## config.mk

```make
export PLATFORM = sky130hd
export DESIGN_NAME = demux18_deser
export DESIGN_NICKNAME = d
export VERILOG_FILES = /design/src/rtl/demux18_deser.sv
export SDC_FILE = /design/constraint.sdc
export NUM_CORES = 1
export LEC_CHECK = 0
export CORE_MARGIN = 3
export CORE_UTILIZATION = 45
export DETAILED_ROUTE_END_ITERATION = 8
export GPL_ROUTABILITY_DRIVEN = 0
export MAX_ROUTING_LAYER = met4
export PLACE_DENSITY_LB_ADDON = 0.2
export SYNTH_ARGS = -nofsm -noshare
export SYNTH_HDL_FRONTEND = slang
export SYNTH_SLANG_ARGS = --single-unit
export TNS_END_PERCENT = 10
```

## constraint.sdc

```tcl
create_clock -name clk -period 2.7 [get_ports clk]
set_input_delay 0.405 -clock clk [delete_from_list [all_inputs] [get_ports clk]]
set_output_delay 0.405 -clock clk [all_outputs]
set_load 0.01 [all_outputs]
```

## src/rtl/demux18_deser.sv

```systemverilog
// Serial-to-parallel byte collector: writes each valid bit into shadow[sel] and
// moves each completed byte into a one-entry valid/ready output buffer.
module demux18_deser #(
  parameter int LSB_FIRST = 1
) (
  input  logic       clk,
  input  logic       rst,
  input  logic       in,
  input  logic       in_valid,
  input  logic       sync,
  output logic [7:0] out,
  output logic       out_valid,
  input  logic       out_ready,
  output logic [2:0] sel,
  output logic       overflow
);

  localparam logic [2:0] FIRST = (LSB_FIRST != 0) ? 3'd0 : 3'd7;
  localparam logic [2:0] LAST  = (LSB_FIRST != 0) ? 3'd7 : 3'd0;

  typedef enum logic {
    EMPTY = 1'b0,
    FULL  = 1'b1
  } buf_state_t;

  buf_state_t state_q, state_d;
  logic [2:0] sel_q, sel_d;
  logic [7:0] shadow_q, shadow_d;
  logic [7:0] out_q, out_d;
  logic       ovf_q, ovf_d;
  logic       complete_s;
  logic [7:0] byte_s;

  function automatic logic [2:0] step(input logic [2:0] s);
    if (LSB_FIRST != 0) begin
      return s + 3'd1;
    end else begin
      return s - 3'd1;
    end
  endfunction

  // Bit collection: sync overrides everything except reset and never completes a byte.
  always_comb begin
    sel_d      = sel_q;
    shadow_d   = shadow_q;
    complete_s = 1'b0;
    byte_s     = shadow_q;
    if (sync) begin
      shadow_d = 8'd0;
      if (in_valid) begin
        shadow_d[FIRST] = in;
        sel_d           = step(FIRST);
      end else begin
        sel_d = FIRST;
      end
    end else if (in_valid) begin
      if (sel_q == LAST) begin
        complete_s    = 1'b1;
        byte_s[sel_q] = in;
        shadow_d      = 8'd0;
        sel_d         = FIRST;
      end else begin
        shadow_d[sel_q] = in;
        sel_d           = step(sel_q);
      end
    end else begin
      sel_d    = sel_q;
      shadow_d = shadow_q;
    end
  end

  // Output buffer FSM; a completion during a pop reloads with no bubble.
  always_comb begin
    state_d = state_q;
    out_d   = out_q;
    ovf_d   = ovf_q;
    case (state_q)
      EMPTY: begin
        if (complete_s) begin
          state_d = FULL;
          out_d   = byte_s;
        end else begin
          state_d = EMPTY;
        end
      end
      FULL: begin
        if (complete_s) begin
          state_d = FULL;
          if (out_ready) begin
            out_d = byte_s;
          end else begin
            ovf_d = 1'b1;
          end
        end else if (out_ready) begin
          state_d = EMPTY;
        end else begin
          state_d = FULL;
        end
      end
      default: begin
        state_d = EMPTY;
      end
    endcase
  end

  always_ff @(posedge clk) begin
    if (rst) begin
      state_q  <= EMPTY;
      sel_q    <= FIRST;
      shadow_q <= 8'd0;
      out_q    <= 8'd0;
      ovf_q    <= 1'b0;
    end else begin
      state_q  <= state_d;
      sel_q    <= sel_d;
      shadow_q <= shadow_d;
      out_q    <= out_d;
      ovf_q    <= ovf_d;
    end
  end

  assign out       = out_q;
  assign out_valid = (state_q == FULL);
  assign sel       = sel_q;
  assign overflow  = ovf_q;

endmodule

```

==> results.md <==
* Synth Net Count at 118
* CTS clk-pin slew, worst paths at 0.11 ns
* Max Slew Vio Count at 0
* Status: complete, no violations
* Drt drc at 0
* Hold depth at 2
* GRT Util Overall at 17.2%
* Vias/cell at 5.80
* CTS Hold Buffers Added at 0
* Syn avg cell area at 9.51 µm²
* Final hold violation count at 0
* Final nets at 133
* GRT overflow at 0
* Largest net degree at the start of global routing at 15
* Area grow syn2layout at 20.2%
* Initial DRC count at 15
* Number of global-route vias before repair at 795
* Drt pass-1 iters at 4
* Sequential fraction of the synthesis area at 40.2%
* FF+latch count, synth at 21
* Cts bufs inserted at 3
* Final setup vio count at 0
* Worst hold-check path type: register to register
* Slew Limit Headroom at 52.3%
* Multi-input logic area at 573 µm²
* Fmax achieved at 0.479 GHz
* Drt total wl at 2250 µm
* Global-route wire length before repair at 3580 µm
* Leakage at 0.472 nW
* Worst Path Required at 2.89 ns
* Warnings, synthesis at 0
* Setup bufs post-CTS at 0
* Layout Skew at 0.00267 ns
* Hold EP: overflow
* Unrepaired setup endpoints after global routing: false
* Reg2Reg Depth at 6
* Worst path arrival time at 2.28 ns
* Hold_sp: overflow
* Cell area after synthesis at 1050 µm²
* Worst-Margin Slew at 0.713 ns
* Setup TNS Final at 0 ns
* DPL Wire Length at 1630 µm
* VDD IR max at 0.409 mV
* Max clock buf depth at 2
* Most frequent cells in the layout: dfxtp_1 (21), clkdlybuf4s50_1 (18), mux2i_1 (10), a21oi_1 (10), o21ai_0 (8)
* Max-cap viol count at 0
* Root Driver: clkbuf_4
* Commonest non-fill, non-tap cell in the layout: dfxtp_1
* R2R Path End: out[2]
* Crit start category: register
* CTS Sinks at 21
* Reg2reg start: sel[1]
* Die height at 54.2 µm
* Mapped Cells at 110
* Remaining antenna violation count at 0
* Share of layout cells above drive strength 1 at 18.5%
* Overall die width at 54.2 µm
* Antenna Diode Count at 0
* Worst Setup End Kind: register
* DIE AREA at 2940 µm²
* Power Density at 406 nW/µm²
* Flop-to-flop setup slack at 0.61 ns
* Core box area at 2080 µm²
* H-tree depth at 1
* Library cells used by synthesis at 28
* Drt wl/cell at 14.9 µm
* Clock Latency Late Sink at 0.30 ns
* Vias at 876
* Initial antenna violation count at 0
* CTS tree: yes
* Cts repair resizes at 0
* CP Max Fanout at 11
* I/O Buffers at 18
* Fillers at 187
* Seq. cell area at 420 µm²
* IO Pins at 19
* Tmin final at 2.09 ns
* # rows at 16
* WS Path Type: register to register
* Starting Density at 50.2%
* Total chip power at 0.510 mW
* Period utilization at 77.3%
==> layout make-up <==
cell class	instances	share of cell area [%]
clock buffers	3	1.79
clock inverters	1	0.398
multi-input cells	78	45.6
flip-flops and latches	21	33.4
well taps	27	2.69
repair buffers	21	16.1
==> report_power, final <==
part           switching [mW]  internal (mW)
registers             0.00539          0.312
clock network          0.0936         0.0553
logic                  0.0229         0.0207
total                   0.122          0.388
==> how the worst max path moves through the flow <==
stage,startpoint,endpoint,slack (ns),cells after the start
2_1_floorplan,sel[1],out[2],1.03,7
3_3_place_gp,sync,out[7],0.73,5
3_5_place_dp,sel[0],out[2],0.64,6
4_1_cts,sel[0],out[2],0.64,6
5_1_grt,sel[0],out[6],0.45,6
6_report,sel[1],out[2],0.61,6
==> critical path, cell delays in order (launching register included) <==
cell and delay (ns):
dfxtp_1 0.57, ha_1 0.22, ha_1 0.35, and3b_1 0.22, buf_4 0.16, and2_1 0.32
a211oi_1 0.13
==> stage by stage <==
| stage | cells | worst slack [ns] | util (%) | hold slack [ns] | area [µm²] |
|---|---|---|---|---|---|
| after detailed placement | 147 | 0.640 | 59.1 | 0.469 | 1230 |
| final | 151 | 0.612 | 60.4 | 0.496 | 1260 |
| after global placement | 147 | 0.733 | 59.1 | 0.455 | 1230 |
| after global routing | 151 | 0.451 | 60.4 | 0.523 | 1260 |
| after CTS | 151 | 0.644 | 60.4 | 0.496 | 1260 |
| after floorplan | 110 | 1.03 | - | 0.459 | 1050 |
==> metal layers <==
metal	part of all wire (%)	up-vias	track usage [%]
met5	0	-	-
met2	46	11	26.7
met1	49	422	21.1
met3	3.7	5	5.18
met4	0.85	0	6.22
li1	-	438	-
==> flip-flops by register name, indices dropped and copies added (netlist names) <==
name,cells
sel,3
out_valid,1
shadow_q,8
overflow,1
out,8
==> cells in the mapped netlist (all sizes together) <==
cell     n  share of area, %
dfxtp   21                40
a21oi   10               4.8
mux2i   10               9.6
a211oi   8               6.2
and3     8               4.9
o21ai    8               3.8
a31o     7               5.9
buf      6               3.1
and3b    5               4.5
clkbuf   5               1.9
nor2     5               1.8
nor3b    4               3.8
nor3     3               1.9
a31oi    2               1.2
ha       2               2.4
and2     1              0.60
nand2    1              0.36
nand2b   1              0.60
nor2b    1              0.60
or3b     1              0.84
or4b     1              0.96
==> cell families (layout without fill, tap and decap cells) <==
family,Yosys count,after routing,synth area share (%)
fa+ha+maj,2,2,2.39
compound gates,35,35,21.9
mux,10,10,9.57
buf+inv,11,25,5.02
flops,21,21,40.2
simple gates,31,31,20.9
Note: power is estimated with default switching activity, not from simulation.
==> variant, RTL diff (same settings) <==
The parameter `LSB_FIRST` goes from 1 to 0.
--- a/src/rtl/demux18_deser.sv
+++ b/src/rtl/demux18_deser.sv
@@ -1,7 +1,7 @@
 // Serial-to-parallel byte collector: writes each valid bit into shadow[sel] and
 // moves each completed byte into a one-entry valid/ready output buffer.
 module demux18_deser #(
-  parameter int LSB_FIRST = 1
+  parameter int LSB_FIRST = 0
 ) (
   input  logic       clk,
   input  logic       rst,
Check against the original RTL: not equivalent (Yosys sat finds a counterexample within 4 cycles, from zero or initial values and one cycle with rst high).
==> variant against the original RTL <==
Fmax rose by 7.9%; total power shrank 0.89%; sequential cell count stayed put; critical endpoint is now out[1]; cell count decreased by 1.3%; synthesized area shrank 7.1%; worst setup slack better by 0.15 ns; via count is 12% lower; non-clock buffer count decreased by 1; final area is 6.7% lower; count of clock-buffer cells in the layout increased by 1; routed wire length shrank 18%; combinational power decreased by 6.7%.
==> variant: results (changes against the original RTL) <==
highest ir drop seen on vdd 0.3559 mV (-13%); data arrival at the endpoint of the critical path 2.14 ns (-0.14 ns); XOR/XNOR Fraction of Synth Area 0 (unchanged); Finish-stage setup viols 0 (unchanged); Async SR Flop Fraction 0 (unchanged); Finished Layout Cells 149 (-1.3%); critical path fanouts, max 16 (+5); pin count of the biggest net entering global routing 17 (+2); dpl cell area 1147 um2 (-6.7%); sum of met2 wire segment lengths after detailed routing 921 um (-12%); M1 WL 840 um (-24%); Pre-Repair DR Iteration Count 7 (+3); worst clock skew on the final layout 0.003872 ns (+0.001199 ns); share of synthesized area spent on multiplexers 0.08237 (-0.01333); leading post-synthesis cells by instance count sky130_fd_sc_hd__dfxtp_1 (21), sky130_fd_sc_hd__nand2_1 (11), sky130_fd_sc_hd__nor2_1 (10), sky130_fd_sc_hd__o21ai_0 (9), sky130_fd_sc_hd__mux2i_1 (8); post-synthesis area per instance 9.348 um2 (-1.7%); count of buffers from port buffering 18 (unchanged); post-detailed-route wirelength per cell 12.41 um (-17%); final net count 131 (-1.5%); number of H-tree levels 1 (unchanged); Yosys warnings 0 (unchanged); top layer used by detailed routing met4; run status completed; vias in the first global route 700 (-12%); static leakage 0.4272 nW (-9.5%); All-Layer GR Usage 0.1620 (-0.01034); CTS root buf sky130_fd_sc_hd__clkbuf_4; HPWL after DPL 1324 um (-19%); adder-cell share of the synthesized area 0.02574 (+0.001817); Starting DRT DRC Count 8 (-7); clock slew at the register clock pins of the worst setup and hold paths 0.12 ns; number of fillers in the final layout 188 (+0.53%); number of antenna violations at the first check in global routing 0 (unchanged); total CTS buffers 3 (unchanged); CP max-delay cell sky130_fd_sc_hd__clkdlybuf4s50_1; total number of vias 775 (-12%); proportion of layout cells with a drive suffix above 1 0.1311 (-0.05434); count of cell types in the netlist 31 (+11%); wire length of the first global-routing pass 3243 um (-9.4%); portion of the post-synthesis area used by sequential elements 0.4324 (+0.03052); top area cells in the synthesized netlist sky130_fd_sc_hd__dfxtp_1 (43%), sky130_fd_sc_hd__mux2i_1 (8.2%), sky130_fd_sc_hd__o21ai_0 (4.6%); Setup Fix Bufs, Post-CTS 0 (unchanged); remaining max-slew budget at the tightest pin 0.5668 (+0.04403); Skew-Pair Late Insertion Delay 0.29 ns; Resized Gates After CTS 0 (unchanged); metal3 WL 78 um (-6.0%); syn nets 112 (-5.1%); total inserted antenna cells 0 (unchanged); Synth Area in Compound Gates 0.1789 (-0.04001); clock tree buffer depth 2 (unchanged); max incr delay on CP 0.70 ns (+0.13 ns); class of the worst hold path reg -> reg
[variant: path summary, 6_finish.rpt]
check / from / endpoint / slack (ns) / cells past startpoint
max reg2reg: sel[0] / out[1] / 0.80 / 6
min: shadow_q[6] / shadow_q[6] / 0.47 / 2
min reg2reg: shadow_q[6] / shadow_q[6] / 0.47 / 2
max: in_valid / out[1] / 0.77 / 5
[variant: power breakdown]
group	internal (mW)	leakage, nW	switching, mW
registers	0.312	0.170	0.00368
logic	0.0183	0.243	0.0224
clock network	0.0574	0.0150	0.0918
total	0.388	0.427	0.118
[variant: metrics by stage]
stage / hold WS (ns) / setup slack (ns)
6_report: 0.4702 / 0.7653
3_3_place_gp: 0.4359 / 0.4862
4_1_cts: 0.4745 / 0.7383
3_5_place_dp: 0.4472 / 0.4054
2_1_floorplan: 0.4244 / 1.229
5_1_grt: 0.5043 / 0.5790
[variant: worst max-delay path, delay by kind of cell]
| family | cells | cell delay [ns] |
|---|---|---|
| AO/OA/AOI/OAI | 1 | 0.24 |
| buffers and inverters | 1 | 0.70 |
| AND/OR/NAND/NOR | 3 | 0.80 |
[variant: final cells by class]
| cell class | count | area [um2] | area share |
|---|---|---|---|
| Multi-Input combinational cell | 74 | 486.7 | 0.4147 |
| Sequential cell | 21 | 420.4 | 0.3582 |
| Timing Repair Buffer | 20 | 195.2 | 0.1663 |
| Tap cell | 27 | 33.78 | 0.02878 |
| Clock buffer | 4 | 26.28 | 0.02239 |
| Inverter | 3 | 11.26 | 0.009595 |
[variant: routing by layer]
| metal | track usage | up-vias |
|---|---|---|
| met1 | 0.2220 | 351 |
| met3 | 0.02564 | 2 |
| met4 | 0.03830 | 0 |
| met2 | 0.2500 | 17 |
| met5 | - | - |
| li1 | - | 405 |
